--- src/rtl/led_pattern_gen.sv ---
// LED pattern generator: a programmable prescaler steps one of four
// pattern modes (static, binary count, walking one, bouncing one).
module led_pattern_gen #(
    parameter int NUM_LEDS  = 8,
    parameter int DIV_WIDTH = 24
) (
    input  logic                 clk,
    input  logic                 rst,
    input  logic                 en,
    input  logic [1:0]           mode,
    input  logic [DIV_WIDTH-1:0] div,
    input  logic [NUM_LEDS-1:0]  pattern,
    output logic [NUM_LEDS-1:0]  leds,
    output logic                 tick
);

    typedef enum logic [1:0] {
        M_STATIC = 2'd0,
        M_COUNT  = 2'd1,
        M_WALK   = 2'd2,
        M_BOUNCE = 2'd3
    } mode_e;

    typedef enum logic {
        DIR_UP = 1'b0,
        DIR_DN = 1'b1
    } dir_e;

    localparam logic [DIV_WIDTH-1:0] ONE_D = 1;
    localparam logic [NUM_LEDS-1:0]  ONE_L = 1;

    logic [DIV_WIDTH-1:0] r_cnt;
    logic                 r_tick;
    logic [NUM_LEDS-1:0]  r_leds;
    dir_e                 r_dir;
    mode_e                r_mode_q;

    mode_e                w_mode;
    logic                 w_term;
    logic                 w_reload;
    logic [NUM_LEDS-1:0]  w_shl;
    logic [NUM_LEDS-1:0]  w_shr;
    logic [NUM_LEDS-1:0]  w_rot;
    logic [NUM_LEDS-1:0]  w_leds_nx;
    dir_e                 w_dir_nx;

    assign w_mode   = mode_e'(mode);
    // >= rather than == so a shrunken divisor never forces a full wrap
    assign w_term   = (r_cnt >= div);
    assign w_reload = (w_mode != r_mode_q);
    assign w_shl    = r_leds << 1;
    assign w_shr    = r_leds >> 1;
    assign w_rot    = w_shl | (r_leds >> (NUM_LEDS - 1));

    always_comb begin
        w_leds_nx = r_leds;
        w_dir_nx  = r_dir;
        if (w_reload) begin
            unique case (w_mode)
                M_STATIC: w_leds_nx = pattern;
                M_COUNT:  w_leds_nx = '0;
                M_WALK,
                M_BOUNCE: begin
                    w_leds_nx = ONE_L;
                    w_dir_nx  = DIR_UP;
                end
            endcase
        end else begin
            unique case (w_mode)
                M_STATIC: w_leds_nx = pattern;
                M_COUNT: begin
                    if (w_term) w_leds_nx = r_leds + ONE_L;
                end
                M_WALK: begin
                    if (w_term) w_leds_nx = w_rot;
                end
                M_BOUNCE: begin
                    // a single LED has nowhere to bounce to
                    if (w_term && NUM_LEDS > 1) begin
                        if (r_dir == DIR_UP) begin
                            w_leds_nx = w_shl;
                            if (w_shl[NUM_LEDS-1]) w_dir_nx = DIR_DN;
                        end else begin
                            w_leds_nx = w_shr;
                            if (w_shr[0]) w_dir_nx = DIR_UP;
                        end
                    end
                end
            endcase
        end
    end

    always_ff @(posedge clk) begin
        if (rst) begin
            r_cnt    <= '0;
            r_tick   <= 1'b0;
            r_leds   <= '0;
            r_dir    <= DIR_UP;
            r_mode_q <= M_STATIC;
        end else if (en) begin
            r_cnt    <= w_term ? '0 : r_cnt + ONE_D;
            r_tick   <= w_term;
            r_leds   <= w_leds_nx;
            r_dir    <= w_dir_nx;
            r_mode_q <= w_mode;
        end else begin
            r_tick   <= 1'b0;
        end
    end

    assign leds = r_leds;
    assign tick = r_tick;

endmodule
--- config.mk ---
export PLATFORM = sky130hd
export DESIGN_NAME = led_pattern_gen
export DESIGN_NICKNAME = d
export VERILOG_FILES = /design/src/rtl/led_pattern_gen.sv
export SDC_FILE = /design/constraint.sdc
export NUM_CORES = 1
export LEC_CHECK = 0
export ABC_AREA = 1
export CAP_MARGIN = 10
export CORE_UTILIZATION = 49
export DETAILED_ROUTE_END_ITERATION = 10
export PLACE_DENSITY = 0.78
export SLEW_MARGIN = 20
export SYNTH_ARGS = -nofsm -noshare
export SYNTH_HDL_FRONTEND = slang
export SYNTH_SLANG_ARGS = --single-unit
--- constraint.sdc ---
create_clock -name clk -period 2 [get_ports clk]
set_input_delay 0.6 -clock clk [delete_from_list [all_inputs] [get_ports clk]]
set_output_delay 0.6 -clock clk [all_outputs]
set_load 0.005 [all_outputs]
# After elaboration in Yosys (flattened, before gate mapping)
# Index checks and enable logic that the tools add are counted.
# totals
ff_bits	36
input_bits	37
word_cells	40
# classes
n_addsub	2
order_cmp	1
eq_ne	8
mux	15
bitwise_logic	2
reduce_logical	7
# op_table
op	n
8-bit 2-to-1 mux	5
8-bit one-hot mux with 4 select lines	1
24-bit by 1-bit adder with 24-bit output, second input constant	1
24-bit >= comparator	1
24-bit 2-to-1 mux	1
8-bit one-hot mux with 3 select lines	1
3-bit != test, second input constant	3
8-bit by 1-bit adder with 8-bit output, second input constant	1
8-bit by 1-bit OR with 8-bit output	1
4-bit AND reduction	2
1-bit 2-to-1 mux	7
2-bit == test, second input constant	2
2-bit nonzero test	2
2-bit OR reduction	2
2-bit by 1-bit == test with 1-bit output, second input constant	1
2-bit logical NOT	1
2-bit by 1-bit != test with 1-bit output, second input constant	1
2-bit != test	1
1-bit NOT	1

# Depth between registers and ports, before layout
# logic_depth
word_depth	5
mapped_depth	16
depth_no_buf	15

# Worst setup path before layout
# No wires, ideal clock.
# synth_timing
path_kind	input to register
start	input port div[23]
end	register r_cnt[23]
setup_ps	114
arrival_ps	1890
t_required_ps	1886
slack_ps	-4
path_stages	13
n_path_buf	2
path_cell_list	inv_1 > ha_1 > nand2_1 > nor2_1 > nand4_1 > nor2_1 > nand2_1 > nand2_1 > nand2_1 > buf_4 > nand2_4 > buf_6 > nor2_1
# synth_between
elab_chain_len	2
# synth_rtl
item	line	rtl
start, declared	11	input logic [DIV_WIDTH-1:0] div,
24-bit >= comparator	49	assign w_term = (r_cnt >= div);
24-bit 2-to-1 mux	101	r_cnt <= w_term ? '0 : r_cnt + ONE_D;
end signal, assigned	101	
end, declared	32	logic [DIV_WIDTH-1:0] r_cnt;
# No other way between the ends.
# A chain may end at the register's enable or synchronous reset.

# Worst setup path in the final report
# layout_timing
start	input port div[12]
end	register r_leds[7] (netlist: leds[7])
# layout_between
elab_chain_len	3
word_cells_on_any_way	5
# layout_rtl
item	line	rtl
24-bit >= comparator *	49	
3-bit != test (no line)	--	
4-bit AND reduction (no line) *	--	
end signal, assigned	103	r_leds <= w_leds_nx;
end, declared	34	logic [NUM_LEDS-1:0] r_leds;
# Mark *: on every way between the ends. The rest lies on a longest branch, timed or not.

==> metrics.csv <==
stage;metric;value;unit
sta;fin_ws;-18.6;ps
placed_design;place_congestion;0.921;
die;fp.dieW;76.4;microns
cts;cts_tree;yes;
worst_setup_path;cp.required;2190;ps
detailed_routing;avgViaCountPerCell;5.45;
synth;ys_types;39;
worst_setup_path;endpoint_kind;register;
synth;ys_ff_latch;36;
cts;cts.sink_count;36;
power;p_leak;1.81;nW
worst_setup_path;rr_startpoint;r_cnt[7];
cts;clock_path_buffers;2;
global_routing;grt_pass1_wl;12900;microns
synth;synthesis.area;2720;sq um
cells_and_area;register_area;722;sq um
worst_setup_path;start_kind;input pin;
cells_and_area;fin_area;4030;sq um
global_routing;grt.total_usage;27.2;%
sta;setup_violations;1;
placed_design;dpl-instance-area;3450;sq um
sta;rsz0062_at_grt;true;
sta;max_freq;495;MHz
synth;syn_avg_cell_area;6.45;sq um
global_routing;grt_pass1_vias;2921;
cells_and_area;layout-drive-gt1-share;28.7;%
sta;whs;487;ps
cts;cts_buffers;5;
synth;yosys_warnings;0;
cts;ctsHoldBuffers;0;
detailed_routing;antenna_left;0;
worst_setup_path;crit_start;div[12];
die;core_area;5240;sq um
cells_and_area;fill_cells;369;
synth;syn_nets;484;
worst_hold_path;holdPathStages;2;
cts;clk_latency;300;ps
synth;synthTopCellsByArea;dfxtp_1 (27%), nand2_1 (15%), ha_1 (12%);
cells_and_area;nets;564;
sta;layout_worst_path_cycle_share;101;%
worst_hold_path;hold_start;r_mode_q[1];
power;powerDensity;453;nW/um^2
cells_and_area;fin_util;77.0;%
global_routing;antenna_found_initial;0;
sta;period_needed;2020;ps
global_routing;grt_max_degree;13;
global_routing;grt-ovfl-total;0;
die;die_y;76.4;microns
cells_and_area;area.growth.synth_to_final;48.6;%
power;ir_worst_vdd;477;uV
cts;cts_root_buf;clkbuf_8;
cts;cts-htree-levels;2;
sta;final_max_slew_viol_count;0;
detailed_routing;wl_per_cell;14.6;microns
placed_design;dp_hpwl;5440;microns
worst_setup_path;crit_type;in2reg;
run;maxCapViolCount;0;
cells_and_area;diodes;0;
worst_hold_path;hold_path_class;reg2reg;
run_status;violations;setup timing;
detailed_routing;drc_errors;0;
die;start_util;51.8;%
cells_and_area;final_common_cell;nand2_1;
die;ios;46;
die;die-area;5840;sq um
die;placementRows;26;
cells_and_area;multi_input_area;2170;sq um
cells_and_area;mostFrequentLayoutCells;nand2_1 (87), nor2_1 (51), inv_1 (38);
worst_setup_path;critPathArrivalTime;2210;ps
detailed_routing;drtPass1Iterations;5;
sta;tightest_slew;467;ps
worst_setup_path;crit_path_max_fanout;5;
sta;slew-limit-headroom;68.6;%
worst_setup_path;ff2ff_path_depth;10;
placed_design;post-place-ws;-787;ps
cts;path_clk_slew;80;ps
synth;yosysTopAreaCellShare;26.5;%
sta;finalSetupTns;-18.6;ps
synth;yosysSeqAreaShare;26.5;%
detailed_routing;finalWirelength;8340;microns
detailed_routing;drt_iter0_drc;250;
run_status;status;finished with violations;
placed_design;portBuffers;45;
synth;synthCells;421;
synth;synth_largest_area_cell;dfxtp_1;
sta;hold_viol;0;
sta;skew;7.32;ps
detailed_routing;vias;3118;
[repair_timing]
action,in CTS,in global routing
gates cloned,1,0
endpoints found under the setup margin,34,33
setup buffers,0,2
endpoints found under the hold margin,0,0
pin swaps,56,15
gates resized for setup,82,53
[power by group]
group | internal, mW | switching (mW) | total (mW)
registers | 0.737 | 0.0315 | 0.768
logic | 0.201 | 0.211 | 0.412
clock network | 0.370 | 0.276 | 0.647
total | 1.31 | 0.519 | 1.83
[synthesized netlist by cell type, drive strengths merged]
cell and instances:
o21a 2, o211a 2, xor2 9, o221ai 2, inv 66, or2 1
nor3 4, nand3 24, nor2 66, ha 26, a21oi 24, o22ai 5
a21o 2, dfxtp 36, nor3b 2, a21boi 2, a22oi 2, buf 5
clkbuf 2, o21ai 10, nand4 8, nor4b 1, nand2 108, xnor2 4
o211ai 3, and2 1, clkinv 2, nor4 2
[worst max-delay path, cell delays in order]
cell and delay, ps:
dlygate4sd2_1 230, inv_1 60, ha_1 270, nand2_1 80, nor2_4 100, nand4_1 110
nor2_2 150, nand2_2 100, nand2_4 90, nand2_8 90, buf_6 150, a21oi_2 120
nor2_1 50
[cells by family (layout without fill, tap and decap cells)]
group           Yosys count  in the layout  synth area share [%]
fa+ha+maj                26             26                  12.0
xor+xnor                 13             13                  4.19
simple gates            217            218                  34.1
buf+inv                  75            155                  11.0
flops                    36             36                  26.5
compound gates           54             54                  12.1
[through the flow]
step / power [mW] / std cells
final: 1.83 / 572
after floorplan: 0.948 / 421
after detailed placement: 1.12 / 561
after CTS: 1.78 / 570
after global routing: 1.90 / 572
after global placement: 1.11 / 561
[final timing paths]
path	endpoint	slack [ps]
max	leds[7]	-20
min reg2reg	r_mode_q[1]	490
max reg2reg	r_cnt[15]	120
min	r_mode_q[1]	490
[area by class of cell]
cell class	count	area share, %
clock inverter	2	0.868
timing repair buffer	79	17.2
sequential	36	17.9
multi-input combinational	311	53.7
clock buffer	6	1.80
tap	70	2.17
inverter	68	6.33
[sequential cells by signal, summed over array words and instances, names as in the netlist]
signal,count
leds,8
r_cnt,24
r_mode_q,2
r_dir,1
tick,1
[metal layers]
metal	GRT usage [%]	share of wire [%]
met1	32.1	40
met2	49.4	49
met3	4.91	6.0
met4	8.85	4.2
met5	0	0
(Power assumes the default switching activity.)
